===== config.mk =====
export PLATFORM = sky130hd
export DESIGN_NAME = otter_fetch_queue
export DESIGN_NICKNAME = d
export VERILOG_FILES = /design/src/rtl/otter_fetch_queue.sv
export SDC_FILE = /design/constraint.sdc
export NUM_CORES = 1
export LEC_CHECK = 0
export CAP_MARGIN = 20
export CORE_MARGIN = 5
export CORE_UTILIZATION = 50
export CTS_CLUSTER_DIAMETER = 30
export DETAILED_ROUTE_END_ITERATION = 12
export GPL_ROUTABILITY_DRIVEN = 0
export PLACE_DENSITY = 0.83
export REMOVE_ABC_BUFFERS = 1
export SLEW_MARGIN = 20
export SYNTH_ARGS = -nofsm -noshare
export SYNTH_HDL_FRONTEND = slang
export SYNTH_SLANG_ARGS = --single-unit

===== constraint.sdc =====
create_clock -name CLK -period 10.4 [get_ports CLK]
set_input_delay 2.08 -clock CLK [delete_from_list [all_inputs] [get_ports CLK]]
set_output_delay 2.08 -clock CLK [all_outputs]
set_load 0.01 [all_outputs]

===== src/rtl/otter_fetch_queue.sv =====
`default_nettype none
// ============================================================================
//  Module      : otter_fetch_queue
//  Description : Instruction-fetch front end for the pipelined OTTER.
//                Issues reads on the synchronous instruction port of Memory,
//                buffers up to DEPTH fetched instructions and presents them
//                to decode first-word-fall-through with a valid/ready
//                handshake. REDIRECT flushes the queue and restarts fetch at
//                a new PC in the same cycle.
//  Ports       : CLK, RST (sync, active-high)
//                REDIRECT / REDIRECT_PC        - flush and restart fetch
//                MEM_RDEN1 / MEM_ADDR1 / MEM_DOUT1 - instruction port
//                ID_VALID / ID_READY / ID_INSTR / ID_PC / ID_NPC - decode side
//                COUNT                          - queue occupancy
//  Options     : OTTER_FETCH_BYPASS_EN - when defined, a response arriving at
//                an empty queue is presented to decode in the same cycle.
//  Revision    : 1.0 - initial release
// ============================================================================
module otter_fetch_queue #(
    parameter int          DEPTH     = 4,
    parameter int          ADDR_W    = 14,
    parameter logic [31:0] RESET_VEC = 32'h0
) (
    input  logic                       CLK,
    input  logic                       RST,
    input  logic                       REDIRECT,
    input  logic [31:0]                REDIRECT_PC,
    output logic                       MEM_RDEN1,
    output logic [ADDR_W-1:0]          MEM_ADDR1,
    input  logic [31:0]                MEM_DOUT1,
    output logic                       ID_VALID,
    input  logic                       ID_READY,
    output logic [31:0]                ID_INSTR,
    output logic [31:0]                ID_PC,
    output logic [31:0]                ID_NPC,
    output logic [$clog2(DEPTH+1)-1:0] COUNT
);

    localparam int c_PTR_W = $clog2(DEPTH);
    localparam int c_CNT_W = $clog2(DEPTH+1);

    logic [31:0]        r_fpc;
    logic               r_inflight;
    logic [31:0]        r_ipc;
    logic [c_PTR_W-1:0] r_rd_ptr;
    logic [c_PTR_W-1:0] r_wr_ptr;
    logic [c_CNT_W-1:0] r_count;
    logic [31:0]        r_instr [DEPTH];
    logic [31:0]        r_pc    [DEPTH];

    logic [31:0]        w_redir_pc;
    logic [31:0]        w_issue_pc;
    logic [c_CNT_W:0]   w_occ;
    logic               w_issue;
    logic               w_resp;
    logic               w_push;
    logic               w_pop;
    logic               w_empty;

    assign w_empty    = (r_count == '0);
    assign w_redir_pc = REDIRECT_PC & ~32'd3;
    assign w_issue_pc = REDIRECT ? w_redir_pc : r_fpc;

    // Credit check counts the outstanding read so a response always has a slot.
    assign w_occ      = {1'b0, r_count} + {{c_CNT_W{1'b0}}, r_inflight};
    assign w_issue    = !RST && (REDIRECT || (w_occ < (c_CNT_W+1)'(DEPTH)));

    assign MEM_RDEN1  = w_issue;
    assign MEM_ADDR1  = w_issue_pc[ADDR_W+1:2];

    // A response landing in a redirect (or reset) cycle belongs to the old path.
    assign w_resp     = r_inflight && !REDIRECT && !RST;
    assign w_pop      = !w_empty && ID_READY && !REDIRECT;

`ifdef OTTER_FETCH_BYPASS_EN
    logic w_byp;
    assign w_byp    = w_resp && w_empty;
    assign ID_VALID = !w_empty || w_byp;
    assign ID_INSTR = w_empty ? MEM_DOUT1 : r_instr[r_rd_ptr];
    assign ID_PC    = w_empty ? r_ipc     : r_pc[r_rd_ptr];
    // A bypassed instruction taken by decode is never stored.
    assign w_push   = w_resp && !(w_byp && ID_READY);
`else
    assign ID_VALID = !w_empty;
    assign ID_INSTR = r_instr[r_rd_ptr];
    assign ID_PC    = r_pc[r_rd_ptr];
    assign w_push   = w_resp;
`endif

    assign ID_NPC = ID_PC + 32'd4;
    assign COUNT  = r_count;

    always_ff @(posedge CLK) begin
        if (RST) begin
            r_fpc      <= RESET_VEC;
            r_inflight <= 1'b0;
            r_ipc      <= RESET_VEC;
            r_rd_ptr   <= '0;
            r_wr_ptr   <= '0;
            r_count    <= '0;
        end else if (REDIRECT) begin
            r_fpc      <= w_redir_pc + 32'd4;
            r_inflight <= 1'b1;
            r_ipc      <= w_redir_pc;
            r_rd_ptr   <= '0;
            r_wr_ptr   <= '0;
            r_count    <= '0;
        end else begin
            r_inflight <= w_issue;
            if (w_issue) begin
                r_fpc <= w_issue_pc + 32'd4;
                r_ipc <= w_issue_pc;
            end
            if (w_push) begin
                r_instr[r_wr_ptr] <= MEM_DOUT1;
                r_pc[r_wr_ptr]    <= r_ipc;
                r_wr_ptr          <= r_wr_ptr + 1'b1;
            end
            if (w_pop) begin
                r_rd_ptr <= r_rd_ptr + 1'b1;
            end
            case ({w_push, w_pop})
                2'b10:   r_count <= r_count + 1'b1;
                2'b01:   r_count <= r_count - 1'b1;
                default: r_count <= r_count;
            endcase
        end
    end

    a_no_overflow: assert property (@(posedge CLK) disable iff (RST)
        !(w_push && (r_count == c_CNT_W'(DEPTH))));

endmodule
`default_nettype wire

==> impl_metrics.tcl <==
set metrics [dict create \
    die-area_mm2 0.0317 \
    use_met3_pct 4.58 \
    hold_viol_final 0 \
    cp-end-kind "output pin" \
    place_hpwl_um 19000 \
    grt_pass1_vias 8770 \
    r2r_slack_ps 7980 \
    min_period_over_period_pct 60.8 \
    vias 8523 \
    grt_pass1_wl_um 48300 \
    irDropWorstVdd_mv 0.101 \
    synthXorXnorAreaFrac_pct 3.87 \
    rsz0062_at_grt "false" \
    synthTopCellsByArea "edfxtp_1 (54%), dfxtp_1 (10%), mux4_2 (10%)" \
    fillers 1965 \
    drc 0 \
    reg2reg_from "r_fpc[2]" \
    dieWidth_um 178 \
    cts.sinks 330 \
    avgSynthCellArea_um2 15.0 \
    top_usage_layer "met2" \
    r2r_cells 8 \
    grt_max_degree 65 \
    clock_latency_ps 530 \
    ys_seq_area_share_pct 64.8 \
    criticalPathCategory "flop to output pin" \
    hold_slack_ps 445 \
    grt.overflow.total 0 \
    hp-start "r_fpc[0]" \
    cts_buffers 52 \
    ys_warn_count 0 \
    leakagePower_nw 5.85 \
    cts_tree "done" \
    ys_ff_latch 330 \
    routed_wl_um 31200 \
    synth_top_area_share_pct 54.4 \
    maxCapViolCount 0 \
    core_mm2 0.0279 \
    num_io_pins 183 \
    synthMuxAreaShare_pct 12.4 \
    tightest_slew_ps 1090 \
    ant_nets 0 \
    grt_antenna_before_repair 2 \
    yosysTopAreaCell "edfxtp_1" \
    wl_per_cell_um 20.3 \
    async_flop_share_pct 0 \
    arrival_ps 4240 \
    synth-simple-area-share_pct 9.58 \
    clk_pin_slew_ps 50 \
    slew_violations 0 \
    synth-edff-count 256 \
    start_kind "flop" \
    crit_chain "buf_4 -> mux4_2 -> nand4_4 -> nor4_2 -> and2_1 -> nand2_2 -> xnor2_2 -> clkdlybuf4s50_1" \
    drtIter0Drc 584 \
    root_buffer "clkbuf_16" \
    via_per_inst 5.53 \
    grt_usage_pct 19.6 \
    syn_to_final_growth_pct 25.8 \
    max_stage_delay_ps 800 \
    synth_cells 942 \
    synth_compound_area_share_pct 5.33 \
    dr.pass1.iters 5 \
    hold_depth 2 \
    cts_setup_buffers 0 \
    final_cell_mix "edfxtp_1 (256), clkdlybuf4s50_1 (178), nand2_1 (91)" \
    r2r_end "r_fpc[24]" \
    crit_end "ID_NPC[28]" \
    relSlewSlack_pct 27.7 \
    synthFlopType "edfxtp_1" \
    slowest_stage "buf_4" \
    clock_path_buffers 3 \
    setup_viol 0 \
    critPathMaxFanout 44 \
    finalNetCount 1194 \
    yosysUniqueCellTypes 64 \
    use_met2_pct 34.1 \
    final_common_cell "edfxtp_1" \
    cts_resized 0 \
    io_buffers 180 \
    grt_use_met1_pct 24.6 \
    crit_required_ps 8320 \
    outcome "finished clean" \
    postCtsHoldBufs 0 \
    max_clock_freq_mhz 158 \
    dieHeight_um 178 \
    synth_top_family_by_area "multiplexers" \
    hold_path.class "flop to flop" \
    synth-adder-area-share_pct 0.761 \
    syn_area_mm2 0.0141 \
    drive_above_1_share_pct 18.6 \
    start_util_pct 50.8 \
    power_density_mw_per_mm2 185 \
    ctsHtreeMaxLevel 2 \
    fin_crit_ps 6320 \
    num_rows 61 \
    final.setup_skew_ps 15.8 \
    fin_setup_tns_ps 0 \
]
==> Yosys cell counts (all sizes together) (9+ instances only) <==
| cell type | n |
|---|---|
| nor2 | 58 |
| buf | 47 |
| mux4 | 64 |
| edfxtp | 256 |
| mux2 | 13 |
| mux2i | 16 |
| xnor2 | 47 |
| nor4 | 9 |
| nor3 | 16 |
| nand3 | 34 |
| a211oi | 13 |
| nand2 | 95 |
| a21oi | 64 |
| clkbuf | 17 |
| inv | 16 |
| xor2 | 12 |
| nand4 | 11 |
| and3 | 10 |
| dfxtp | 74 |
==> flip-flops by register name (all words and copies together) (netlist names), named ones only <==
name / cells
r_rd_ptr: 2
r_fpc: 32
r_ipc: 32
r_wr_ptr: 2
COUNT: 3
r_pc: 128
r_instr: 128
r_inflight: 1
==> cell type report <==
class	count	area, um^2	area share (%)
Sequential cell	330	9180	51.6
Multi-Input combinational cell	531	4540	25.5
Timing Repair Buffer	186	1840	10.3
Clock buffer	60	1350	7.60
Tap cell	378	473	2.66
Clock inverter	36	349	1.96
Inverter	17	63.8	0.359
Antenna cell	2	5.00	0.0281
==> worst max-delay path, delay by kind of cell (launching register included) <==
family	cells	cell delay (ps)
buf+inv	2	1350
mux	1	500
simple gates	4	1070
flops	1	630
xor+xnor	1	130
==> where the power goes <==
group / switching [mW] / leakage, nW / internal (mW)
Combinational: 0.0874 / 2.10 / 0.0894
Clock: 0.601 / 0.823 / 1.04
Sequential: 0.0214 / 2.93 / 1.45
==> metrics by stage <==
stage | cell area, um^2 | instances | total power [mW] | util, % | setup slack (ps)
after CTS | 17800 | 1538 | 3.31 | 63.9 | 3900
after detailed placement | 16100 | 1442 | 1.67 | 57.8 | 4260
final | 17800 | 1540 | 3.29 | 63.9 | 4080
after global placement | 16100 | 1442 | 1.67 | 57.8 | 4270
after floorplan | 13700 | 878 | 1.57 | - | 3850
after global routing | 17800 | 1540 | 3.40 | 63.9 | 3670
==> layer usage <==
metal / share of wire, % / up-vias
met5: 0 / -
met4: 2.0 / 0
met3: 6.9 / 49
met2: 51 / 301
met1: 40 / 4236
li1: - / 3937
==> how the worst min path moves through the flow <==
stage	end
3_3_place_gp	r_ipc[0]
4_1_cts	r_ipc[0]
2_1_floorplan	r_ipc[0]
5_1_grt	r_ipc[0]
6_report	r_ipc[0]
3_5_place_dp	r_ipc[0]
==> cell families (layout without fill, tap and decap cells) <==
group | count (synthesis) | in the layout
DFF | 330 | 330
and+or+nand+nor | 256 | 256
AOI/OAI and AO/OA | 115 | 115
muxes | 93 | 93
buffers and inverters | 81 | 299
xor gates and xnor gates | 59 | 59
adders and majority gates | 8 | 8
other | 0 | 2
(Power assumes the default switching activity.)
